$ cat src/rtl/seg7_readback.sv
// Seven-segment bus reader: waits for a stable {seg, dig} pattern, then decodes the
// segment lines back to a hex nibble and decimal point for the selected digit.
module seg7_readback #(
    parameter int unsigned NDIG           = 4,
    parameter bit          ACTIVE_LOW     = 1'b0,
    parameter bit          DIG_ACTIVE_LOW = 1'b0,
    parameter int unsigned STABLE         = 4
) (
    input  logic                clk,
    input  logic                rst,
    input  logic [7:0]          seg,
    input  logic [NDIG-1:0]     dig,
    input  logic                clear,
    output logic [4*NDIG-1:0]   hex_out,
    output logic [NDIG-1:0]     dp_out,
    output logic [NDIG-1:0]     valid,
    output logic [NDIG-1:0]     err,
    output logic                upd
);

    typedef enum logic {StWait = 1'b0, StDone = 1'b1} state_e;

    localparam logic [7:0] StableCnt = 8'(STABLE);

    // Returns {hit, nibble}; hit is low for any pattern outside the encoder's table.
    function automatic logic [4:0] decode_seg(input logic [6:0] p);
        logic [4:0] r;
        case (p)
            7'h3F:   r = {1'b1, 4'h0};
            7'h06:   r = {1'b1, 4'h1};
            7'h5B:   r = {1'b1, 4'h2};
            7'h4F:   r = {1'b1, 4'h3};
            7'h66:   r = {1'b1, 4'h4};
            7'h6D:   r = {1'b1, 4'h5};
            7'h7D:   r = {1'b1, 4'h6};
            7'h27:   r = {1'b1, 4'h7};
            7'h7F:   r = {1'b1, 4'h8};
            7'h6F:   r = {1'b1, 4'h9};
            7'h77:   r = {1'b1, 4'hA};
            7'h7C:   r = {1'b1, 4'hB};
            7'h58:   r = {1'b1, 4'hC};
            7'h5E:   r = {1'b1, 4'hD};
            7'h79:   r = {1'b1, 4'hE};
            7'h71:   r = {1'b1, 4'hF};
            default: r = {1'b0, 4'h0};
        endcase
        return r;
    endfunction

    logic [7:0]        s_in;
    logic [NDIG-1:0]   d_in;
    logic              changed;
    logic              capture;
    logic              one_hot;
    logic [3:0]        hot_cnt;
    logic [4:0]        dec;

    state_e            state_q, state_d;
    logic [7:0]        s1_q, s1_d;
    logic [NDIG-1:0]   d1_q, d1_d;
    logic [7:0]        cnt_q, cnt_d;
    logic [4*NDIG-1:0] hex_q, hex_d;
    logic [NDIG-1:0]   dp_q, dp_d;
    logic [NDIG-1:0]   valid_q, valid_d;
    logic [NDIG-1:0]   err_q, err_d;
    logic              upd_q, upd_d;

    always_comb begin
        s_in = ACTIVE_LOW ? ~seg : seg;
        d_in = DIG_ACTIVE_LOW ? ~dig : dig;
        changed = ({s_in, d_in} != {s1_q, d1_q});
        dec = decode_seg(s1_q[6:0]);

        hot_cnt = 4'd0;
        for (int i = 0; i < int'(NDIG); i++) begin
            hot_cnt = hot_cnt + 4'(d1_q[i]);
        end
        one_hot = (hot_cnt == 4'd1);
        capture = (state_q == StWait) && (cnt_q == StableCnt) && one_hot;

        state_d = state_q;
        s1_d    = s1_q;
        d1_d    = d1_q;
        cnt_d   = cnt_q;
        hex_d   = hex_q;
        dp_d    = dp_q;
        valid_d = valid_q;
        err_d   = err_q;
        upd_d   = 1'b0;

        if (changed) begin
            s1_d    = s_in;
            d1_d    = d_in;
            cnt_d   = 8'd1;
            state_d = StWait;
        end else if (cnt_q < StableCnt) begin
            cnt_d = cnt_q + 8'd1;
        end

        // A pattern change on the capture edge keeps WAIT so the new pattern still gets seen.
        if (capture) begin
            if (!changed) begin
                state_d = StDone;
            end
            upd_d = 1'b1;
            for (int i = 0; i < int'(NDIG); i++) begin
                if (d1_q[i]) begin
                    dp_d[i]    = s1_q[7];
                    valid_d[i] = 1'b1;
                    if (dec[4]) begin
                        hex_d[4*i +: 4] = dec[3:0];
                        err_d[i]        = 1'b0;
                    end else begin
                        err_d[i] = 1'b1;
                    end
                end
            end
        end

        // Clear wins over a coincident capture; the held sample is kept so it is recaptured.
        if (clear) begin
            hex_d   = '0;
            dp_d    = '0;
            valid_d = '0;
            err_d   = '0;
            upd_d   = 1'b0;
            cnt_d   = 8'd0;
            state_d = StWait;
            s1_d    = s1_q;
            d1_d    = d1_q;
        end
    end

    always_ff @(posedge clk or posedge rst) begin
        if (rst) begin
            state_q <= StWait;
            s1_q    <= '0;
            d1_q    <= '0;
            cnt_q   <= '0;
            hex_q   <= '0;
            dp_q    <= '0;
            valid_q <= '0;
            err_q   <= '0;
            upd_q   <= 1'b0;
        end else begin
            state_q <= state_d;
            s1_q    <= s1_d;
            d1_q    <= d1_d;
            cnt_q   <= cnt_d;
            hex_q   <= hex_d;
            dp_q    <= dp_d;
            valid_q <= valid_d;
            err_q   <= err_d;
            upd_q   <= upd_d;
        end
    end

    assign hex_out = hex_q;
    assign dp_out  = dp_q;
    assign valid   = valid_q;
    assign err     = err_q;
    assign upd     = upd_q;

endmodule

$ cat config.mk
export PLATFORM = sky130hd
export DESIGN_NAME = seg7_readback
export DESIGN_NICKNAME = d
export VERILOG_FILES = /design/src/rtl/seg7_readback.sv
export SDC_FILE = /design/constraint.sdc
export NUM_CORES = 1
export LEC_CHECK = 0
export ABC_CLOCK_PERIOD_IN_PS = 6950
export CAP_MARGIN = 5
export CORE_MARGIN = 2
export CORE_UTILIZATION = 30
export CTS_BUF_LIST = sky130_fd_sc_hd__clkbuf_4 sky130_fd_sc_hd__clkbuf_8
export DETAILED_ROUTE_END_ITERATION = 10
export PLACE_DENSITY = 0.52
export SLEW_MARGIN = 15
export SYNTH_ARGS = -nofsm -noshare
export SYNTH_HDL_FRONTEND = slang
export SYNTH_SLANG_ARGS = --single-unit
$ cat constraint.sdc
create_clock -name clk -period 6.95 [get_ports clk]
set_input_delay 1.39 -clock clk [delete_from_list [all_inputs] [get_ports clk]]
set_output_delay 1.39 -clock clk [all_outputs]
set_load 0.02 [all_outputs]
Yosys cells after proc, flatten, opt, wreduce, memory -nomap -nowiden

Index checks and enable logic that the tools add are counted.

$add $sub $neg: 4
Order comparisons: 1
Equality and inequality tests: 19
Mux-type cells: 36
Bitwise gates (word level): 2
Reductions and logical operators: 18

Operator list:

| cell                                                | number |
|---|---|
| == test 7 bit (second input constant)               | 13 |
| one-hot mux 5 bit (16 select lines)                 | 1 |
| two-way mux 4 bit                                   | 11 |
| two-way mux 16 bit                                  | 2 |
| two-way mux 8 bit                                   | 3 |
| two-way mux 1 bit                                   | 19 |
| == test 7 x 6 -> 1 bit (second input constant)      | 2 |
| inequality test 12 bit                              | 1 |
| AND reduction 3 bit                                 | 4 |
| nonzero test 2 bit                                  | 6 |
| AND reduction 2 bit                                 | 5 |
| adder 8 x 1 -> 8 bit (second input constant)        | 1 |
| == test 8 x 3 -> 1 bit (second input constant)      | 1 |
| < comparator 8 x 3 -> 1 bit (second input constant) | 1 |
| == test 7 x 3 -> 1 bit (second input constant)      | 1 |
| adder 3 x 1 -> 4 bit                                | 1 |
| == test 4 x 1 -> 1 bit (second input constant)      | 1 |
| adder 2 x 1 -> 3 bit                                | 1 |
| nonzero test 3 bit                                  | 1 |
| adder 1 x 1 -> 2 bit                                | 1 |
| logical AND 1 bit                                   | 2 |
| NOT 1 bit                                           | 2 |

Register bits: 50
Input bits: 15
Output and inout port bits: 29
Logic and storage cells: 101

Longest topological paths before layout

Gate-level depths: netlist of run 1.

Depth in word-level cells: 7
Gate-level depth with buffers: 10

Least setup slack after synthesis of run 1

No wires, ideal clock.

Kind: register to register
From: register d1_q[0]
To: register hex_q[12], in the netlist hex_out[12]
Setup time: 0.079 ns
Data arrival time: 2.672 ns
Required time: 6.871 ns
Slack: 4.198 ns
Stages on the path, launching flop included: 11
Path buffers: 0
Cells stage by stage: dfrtp_1 -> inv_1 -> fa_1 -> inv_1 -> ha_1 -> ha_1 -> or3b_2 -> nor4_4 -> o21ai_0 -> nand3_2 -> mux2i_1

Word-level cells in the longest chain between the ends: 7

RTL lines:

| item                                 | RTL line | source |
|---|---|---|
| start: declaration                   | 60       | `logic [NDIG-1:0] d1_q, d1_d;` |
| start signal: assignment             | 138      | `d1_q <= '0;` |
| start signal: assignment             | 148      | `d1_q <= d1_d;` |
| adder 1 x 1 -> 2 bit                 | 76       | `hot_cnt = hot_cnt + 4'(d1_q[i]);` |
| adder 2 x 1 -> 3 bit                 | 76       |  |
| adder 3 x 1 -> 4 bit                 | 76       |  |
| == test 4 x 1 -> 1 bit               | 78       | `one_hot = (hot_cnt == 4'd1);` |
| logical AND 1 bit                    | 79       | `capture = (state_q == StWait) && (cnt_q == StableCnt) && one_hot;` |
| nonzero test 2 bit (no source line)  | -        |  |
| AND reduction 3 bit (no source line) | -        |  |
| end signal: assignment               | 140      | `hex_q <= '0;` |
| end signal: assignment               | 150      | `hex_q <= hex_d;` |
| end: declaration                     | 62       | `logic [4*NDIG-1:0] hex_q, hex_d;` |

No other way between the ends.
A chain may end at the register's enable or synchronous reset.

Worst setup path in the final report of run 1

Ends and elaborated chain as after synthesis.

==> impl_results.md, run 1 <==
* Run status: finished, final reports clean
* Hold wc startpoint: cnt_q[6]
* Final Hold Violating Endpoints at 0
* CTS tree: done
* Clock Latency Late Sink at 0.30 ns
* Arr. time, crit path at 3.42 ns
* Critical Path Start Type: flop
* Total die area at 0.00998 mm²
* Core box area at 0.00906 mm²
* Core Rows at 35
* Overall die width at 99.9 µm
* # setup viols final at 0
* Post-CTS setup buffers at 0
* Met1 Use GR at 0.186
* Critical Setup Path Class: reg -> reg
* Relative slew slack at 0.389
* Sequential fraction of the synthesis area at 0.453
* Wire per inst at about 15 µm
* DRT iter0 DRCs at around 150
* Slew @ Worst Pin at 0.908 ns
* Clk root buf: clkbuf_8
* Critical path peak fanout at 7
* Maximum number of pins on one net before global-route repair at 51
* Clock buffer count from CTS at 5
* Drt first pass iters at 4
* Final RePlAce weighted congestion at 0.791
* Initial antenna violation count at 0
* DRC viols at 0
* Port Buf Inserts at 43
* Grt met3 use at 0.0258
* Starting Density at 0.304
* Via/cell ratio at 4.97
* GRT Overall Usage at 0.132
* Fin util at 0.370
* Ys Warns at 0
* Total routed wirelength at between 6000 and 7000 µm
* R2R Setup Slk at about 3.8 ns
* Final setup margin at 3.75 ns
* CP Launch Point: d1_q[0]
* Dpl hpwl at 4410 µm
* Required @ worst endpoint at ~7.2 ns
* Grt met2 use at 0.212
* Hold WC Path Type: reg -> reg
* Mapped Area at 0.00276 mm²
* #FFs+latches synth at 50
* Period utilisation layout at 0.460
* Clock Path Buffers at 2
* Max cap viols at 0
* Main synth FF type: dfrtp_1
* P per Cell Area at between 150 and 200 mW/mm²
* Setup Skew at 0.00400 ns
* Vias in the first global route at 2089
* EDFF count, synth at 0
* Vias at 2041
* VDD IR max at ~83 µV
* Clk slew on worst S/H paths at around 0.090 ns
* Grt ovf at 0
* Top Usage Layer GRT: met2
* Cells after Synth at 263
* Nets@finish at 319
* Post-synth cell types at between 50 and 60
* Final slew viol count at 0
* Sink Count at 50
* Crit path time final at 3.20 ns
* Avg Inst Size Synth at 10.5 µm²
* CTS Hold Buffers Added at 0
* Final ANT Viol Nets at 0
* Post-synthesis async set-or-reset flop share at 1.00
* Post-synth net total at 283
* IO Pins at 44
* H-tree depth at 2
* Proportion of layout cells with a drive suffix above 1 at 0.127
* Worst R2R Start: d1_q[0]
* Endpoint class of the critical path: flop
* First-pass GRT wire length at about 11000 µm
* ANT cells at 0
* RSZ-0062 raised after global routing: false
* Max Freq at between 0.3 and 0.4 GHz
* Die Y at 99.9 µm
* Place WS at 3.47 ns
* # resized after CTS at 0
* Area grow syn2layout at 21.5%
* TNS Setup at 0 ns
* Static Leak at 0.00134 µW
## synth_stat cells, types with 2 or more instances
library cell,instances,share of area
nand3_2,2,0.0073
o21ai_0,4,0.0073
o32ai_1,6,0.019
a31oi_1,2,0.0045
nor3_1,5,0.0091
ha_1,4,0.018
buf_1,2,0.0027
nand4b_1,2,0.0063
a21oi_1,7,0.013
nor2_1,11,0.015
nand3b_1,4,0.011
and2_2,2,0.0054
buf_2,3,0.0054
clkbuf_1,6,0.0082
clkbuf_8,3,0.015
or3b_2,2,0.0063
mux2_2,12,0.049
nor2b_1,3,0.0068
nor4_4,3,0.023
o22ai_1,12,0.027
nand3_1,4,0.0073
or4_1,2,0.0054
and2_1,8,0.018
o211ai_1,5,0.014
nand2_1,26,0.035
inv_1,17,0.023
or3b_1,2,0.0063
o21a_1,3,0.0082
nand4_1,4,0.0091
dfrtp_1,50,0.45
xnor2_1,15,0.048
mux2i_1,7,0.025
## power breakdown
group	switching, µW	internal (µW)
logic	46.0	42.5
registers	22.1	298
clock network	93.2	116
## path summary, 6_finish.rpt
path,end,cells after the start
worst max-delay path,hex_out[12],10
worst min-delay path,cnt_q[6],1
worst max register to register,hex_out[12],10
worst min register to register,cnt_q[6],1
max in group asynchronous,d1_q[1],2
min in group asynchronous,hex_out[2],2
## metrics by stage
step	hold slack [ns]	total power (µW)	cell area, µm²	std cells
final	0.495	617	3350	411
after global placement	0.478	412	3240	403
after floorplan	0.455	390	2760	263
after CTS	0.500	624	3350	411
after detailed placement	0.479	414	3240	403
after global routing	0.528	649	3350	411
## cells by family (layout without fill, tap and decap cells)
kind of cell,after synthesis,count (layout),share of synthesized area
and+or+nand+nor,92,92,0.212
DFF,50,50,0.453
AOI/OAI and AO/OA,49,49,0.128
buffers and inverters,33,70,0.0598
muxes,19,19,0.0743
xor gates and xnor gates,15,15,0.0476
adders and majority gates,5,5,0.0254
## registers in the layout, indices dropped and copies added, names as in the netlist
register,flops
cnt_q,8
d1_q,4
dp_out,4
err,4
hex_out,16
s1_q,8
state_q,1
upd,1
valid,4
## critical path: stages, from the launching register on
cell and delay (ns):
dfrtp_1 0.43, inv_1 0.10, fa_1 0.55, inv_1 0.05, ha_1 0.17, ha_1 0.31
or3b_2 0.51, nor4_4 0.42, o211ai_1 0.22, nand3_2 0.17, mux2i_1 0.20
## layout make-up
type	instances	area, µm²
inverter	18	68.8
fill	925	5710
clock buffer	7	83.8
clock inverter	1	30.0
timing repair buffer	44	438
sequential	50	1250
multi-input combinational	180	1340
tap	111	139
## placed cells by master (no fill, tap or decap), types with 6 or more instances in the layout
| cell | Yosys | routed |
|---|---|---|
| mux2_2 | 12 | 12 |
| nor2_1 | 11 | 11 |
| and2_1 | 8 | 8 |
| o22ai_1 | 12 | 12 |
| mux2i_1 | 7 | 7 |
| nand2_1 | 26 | 26 |
| clkdlybuf4s50_1 | 0 | 43 |
| xnor2_1 | 15 | 15 |
| dfrtp_1 | 50 | 50 |
| o32ai_1 | 6 | 6 |
| inv_1 | 17 | 16 |
| a21oi_1 | 7 | 7 |
## per-layer routing
layer  part of all wire  wire [µm]
met1               0.49       3070
met2               0.46       2850
met3              0.044        277
met4             0.0061         38
met5                  0          0
No activity file was read; power rests on OpenSTA's default activity.
==> run 2: changes to the inputs <==
ABC_CLOCK_PERIOD_IN_PS = 3100   (was 6950)
clock period = 3.1 ns   (was 6.95 ns; I/O delays follow)
==> impl_results.md, run 2 (same netlist as run 1, synthesis figures left out) <==
* Run status: finished, final reports clean
* Vias at around 2100
* Max cap viols at 0
* Hold WC Path Type: reg -> reg
* Sink Count at 50
* CP Launch Point: d1_q[3]
* Wire per inst at 15.2 µm
* # setup viols final at 0
* R2r worst-path depth at 10
* Reg-to-reg endpoint: hex_out[12]
* Critical Path Start Type: flop
* VDD IR max at 179 µV
* Int Pwr at ~1100 µW
* Overall die width at 99.9 µm
* Max FFs per register at 16
* Top Usage Layer GRT: met2
* Starting Density at 0.304
* P per Cell Area at 428 mW/mm²
* Clock power share at 0.376
* Area grow syn2layout at 25.1%
* Static Leak at 0.00140 µW
* Clk root buf: clkbuf_8
* Worst R2R Start: d1_q[3]
* Required @ worst endpoint at 3.34 ns
* Grt ovf at 0
* IO Pins at 44
* Slew @ Worst Pin at between 0.8 and 0.9 ns
* Final RePlAce weighted congestion at 0.825
* Final ANT Viol Nets at 0
* Die Y at 99.9 µm
* Clock Latency Late Sink at 0.32 ns
* Grt met3 use at 0.0292
* Total routed wirelength at 6380 µm
* Final slew viol count at 0
* RSZ-0062 raised after global routing: false
* Critical path peak fanout at 5
* Grt met2 use at 0.209
* GRT Overall Usage at 0.134
* Initial antenna violation count at 0
* Nets@finish at 329
* Switching Share at 0.260
* DRT iter0 DRCs at 90
* Clock Path Buffers at 2
* Met1 Use GR at 0.188
* Endpoint class of the critical path: flop
* R2R Setup Slk at approximately 0.20 ns
* Crit path time final at 2.90 ns
* Dpl hpwl at 4750 µm
* Most common cell after layout, fill and taps aside: dfrtp_1
* Fin util at 0.381
* # resized after CTS at 0
* Comb power frac at 0.141
* Relative slew slack at 0.452
* CTS Hold Buffers Added at 0
* Max Freq at ~0.35 GHz
* Proportion of layout cells with a drive suffix above 1 at 0.155
* DRC viols at 0
* Post-CTS setup buffers at 0
* Final Hold Violating Endpoints at 0
* Period utilisation layout at 0.935
* CTS tree: done
* NetSw at 385 µW
* Sequential power share at 0.483
* Core box area at ~0.0091 mm²
* Maximum number of pins on one net before global-route repair at 51
* ANT cells at 0
* First-pass GRT wire length at 10700 µm
* Core Rows at 35
* Vias in the first global route at 2117
* Most frequent cells in the layout: dfrtp_1, clkdlybuf4s50_1, nand2_1
* Setup Skew at 0.0135 ns
* Via/cell ratio at about 4.9
* Drt first pass iters at 4
* Port Buf Inserts at 43
* H-tree depth at 2
* Total die area at 0.00998 mm²
* Critical Setup Path Class: reg -> reg
* Setup crit end: hex_out[12]
* Clk slew on worst S/H paths at 0.09 ns
* Clock buffer count from CTS at 5
* Arr. time, crit path at approximately 3.1 ns
* TNS Setup at 0 ns
## run 2: changes by cell type in the layout (fill, tap and decap cells not counted), sizes merged
| cell | delta |
|---|---|
| inv | +1 |
| clkbuf | -2 |
| bufinv | +1 |
| buf | +10 |
## run 2: critical path, stage by stage (launching register included)
cell,delay (ns)
dfrtp_1,0.41
inv_1,0.07
fa_1,0.48
inv_1,0.05
ha_1,0.17
ha_1,0.31
or3b_2,0.51
nor4_4,0.29
o211ai_1,0.18
nand3_2,0.16
mux2i_1,0.19
## run 2: worst min-delay path by stage
stage	start	to	slack, ns	depth (start not counted)
2_1_floorplan	cnt_q[3]	cnt_q[3]	0.45	1
3_3_place_gp	cnt_q[5]	cnt_q[5]	0.47	1
3_5_place_dp	cnt_q[6]	cnt_q[6]	0.47	1
4_1_cts	cnt_q[6]	cnt_q[6]	0.50	1
5_1_grt	cnt_q[5]	cnt_q[5]	0.52	1
6_report	cnt_q[6]	cnt_q[6]	0.50	1
## run 2: final cells by class
type	instances	area [µm²]
Fill cell	936	5610
Inverter	18	67.6
Multi-Input combinational cell	180	1340
Sequential cell	50	1250
Clock inverter	3	68.8
Timing Repair Buffer	54	513
Tap cell	111	139
Clock buffer	5	68.8
## run 2: power groups by stage
| stage | combinational, µW | sequential [µW] | clock (µW) |
|---|---|---|---|
| 2_1_floorplan | 177 | 697 | 0 |
| 3_3_place_gp | 210 | 726 | 0 |
| 3_5_place_dp | 210 | 727 | 0 |
| 4_1_cts | 211 | 714 | 568 |
| 5_1_grt | 234 | 720 | 587 |
| 6_report | 208 | 714 | 556 |
## run 2: per-layer routing
metal | wire length [µm] | part of all wire
met5 | 0 | 0
met3 | 289 | 0.045
met4 | 68 | 0.011
met1 | 3140 | 0.49
met2 | 2890 | 0.45
## run 2: through the flow
| stage | cell area, µm² | hold WS (ns) | std cells | worst slack (ns) | total power, µW |
|---|---|---|---|---|---|
| after floorplan | 2760 | 0.455 | 263 | 0.348 | 874 |
| after global placement | 3310 | 0.475 | 413 | 0.285 | 936 |
| after detailed placement | 3310 | 0.473 | 413 | 0.207 | 937 |
| after CTS | 3450 | 0.500 | 421 | 0.190 | 1490 |
| after global routing | 3450 | 0.522 | 421 | 0.0229 | 1540 |
| final | 3450 | 0.497 | 421 | 0.203 | 1480 |
==> run 3: changes to the inputs <==
GPL_TIMING_DRIVEN = 0   (was not set)
==> impl_results.md, run 3 (same netlist as run 1, synthesis figures left out) <==
* Proportion of layout cells with a drive suffix above 1 at 0.178
* Clk slew on worst S/H paths at about 0.090 ns
* Starting Density at 0.304
* Hold wc startpoint: cnt_q[5]
* First-pass GRT wire length at 11100 µm
* Critical path peak fanout at 5
* Hold WC Path Type: reg -> reg
* # setup viols final at 0
* Worst R2R Start: d1_q[1]
* CP Launch Point: d1_q[1]
* CTS tree: done
* Period utilisation layout at 0.942
* Vias in the first global route at 2148
* Total die area at roughly 0.010 mm²
* Via/cell ratio at 4.95
* Total routed wirelength at 6690 µm
* Final setup margin at 0.180 ns
* DR WL met2 at 2960 µm
* Clock Path Buffers at 2
* Final ANT Viol Nets at 0
* Critical Setup Path Class: reg -> reg
* IO Pins at between 40 and 50
* Most common cell after layout, fill and taps aside: dfrtp_1
* Grt ovf at 0
* Endpoint class of the critical path: flop
* Dpl hpwl at between 4000 and 5000 µm
* Place WS at -0.0395 ns
* VDD IR max at 143 µV
* Layout Cells excl Fill at roughly 440
* H-tree depth at 2
* Port Buf Inserts at 42
* R2r worst-path depth at 11
* Wire per inst at 15.4 µm
* Core box area at ~0.0091 mm²
* Setup Skew at between 0.002 and 0.003 ns
* Static Leak at 0.00144 µW
* Maximum number of pins on one net before global-route repair at 30
* WL met3 at 290 µm
* Initial antenna violation count at 0
* Clock buffer count from CTS at 5
* Fin util at 0.390
* Crit path time final at 2.92 ns
* Max FFs per register at 16
* Reg-to-reg endpoint: hex_out[8]
* Setup crit end: hex_out[8]
* Area after DPL at between 0.003 and 0.004 mm²
* DRC viols at 0
* R2R Setup Slk at approximately 0.18 ns
* Arr. time, crit path at 3.16 ns
* Required @ worst endpoint at 3.34 ns
* Clk root buf: clkbuf_8
* P per Cell Area at 387 mW/mm²
* Die Y at 99.9 µm
* TNS Setup at 0 ns
* Final slew viol count at 0
* DRT iter0 DRCs at 90
* Max cap viols at 0
* Most frequent cells in the layout: dfrtp_1, clkdlybuf4s50_1, nand2_1
* Nets@finish at approximately 340
* Drt first pass iters at 4
* Vias at between 2000 and 2500
* Final RePlAce weighted congestion at roughly 0.9
* Area grow syn2layout at 28.2%
* Overall die width at 99.9 µm
* FILL cells at ~910
* Clock Latency Late Sink at 0.31 ns
* CTS Hold Buffers Added at 0
* RSZ-0062 raised after global routing: false
* Final Hold Violating Endpoints at 0
* ANT cells at 0
* Slew @ Worst Pin at 0.924 ns
* Relative slew slack at 0.379
* Cell Count Post-Placement at 417
* Final Cell Area at 0.00354 mm²
* Highest metal used: met4
* Core Rows at 35
* Sink Count at 50
* Max Freq at 0.343 GHz
* GRT Overall Usage at 0.140
* Met1 WL at ~3400 µm
* Run status: finished, final reports clean
* Critical Path Start Type: flop
run 3: cell count changes in the layout (fill, tap and decap cells not counted), sizes merged:
cell / previous run / this run
clkbuf: 5 / 15
buf: 11 / 18
bufinv: 2 / 0
clkdlybuf4s50: 43 / 42
clkinvlp: 0 / 1
run 3: critical path, cell delays in order (launching register included):
cell and delay (ns):
dfrtp_1 0.40, inv_1 0.09, fa_1 0.51, inv_1 0.04, ha_1 0.20, ha_4 0.23
or3b_2 0.49, nor4_4 0.25, buf_4 0.18, o21ai_0 0.11, nand3_2 0.14, mux2i_1 0.19
run 3: cell type report:
cell class,count,area (µm²),area share
clock inverters,2,12.5,0.00354
plain buffers,15,97.6,0.0276
multi-input cells,180,1360,0.386
flip-flops and latches,50,1250,0.354
well taps,111,139,0.0393
inverters,18,67.6,0.0191
repair buffers,54,523,0.148
clock buffers,6,82.6,0.0233
run 3: timing repair:
| action | in CTS | in global routing |
|---|---|---|
| resized for setup | 0 | 3 |
| setup buffers | 6 | 5 |
| pin swaps | 2 | 1 |
| setup endpoints to repair | 8 | 20 |
run 3: where the power goes:
part,internal (µW),switching (µW),leakage (µW)
Combinational,125,143,0.000726
Clock,180,233,0.0000472
Sequential,668,21.2,0.000669
Total,973,397,0.00144
run 3: worst min-delay path by stage:
stage / cells past startpoint / endpoint
after floorplan: 1 / cnt_q[3]
final: 1 / cnt_q[5]
after global routing: 1 / cnt_q[5]
after CTS: 1 / cnt_q[5]
after global placement: 1 / cnt_q[6]
after detailed placement: 1 / cnt_q[5]
run 3: through the flow:
step	power, µW	hold WS (ns)
after floorplan	874	0.455
after global routing	1450	0.532
final	1370	0.497
after detailed placement	950	0.481
after global placement	946	0.477
after CTS	1360	0.506
run 3: layer usage:
metal	GRT usage	up-vias
li1	-	1057
met1	0.198	1050
met2	0.220	48
met3	0.0348	5
met4	0.0253	0
met5	0	-
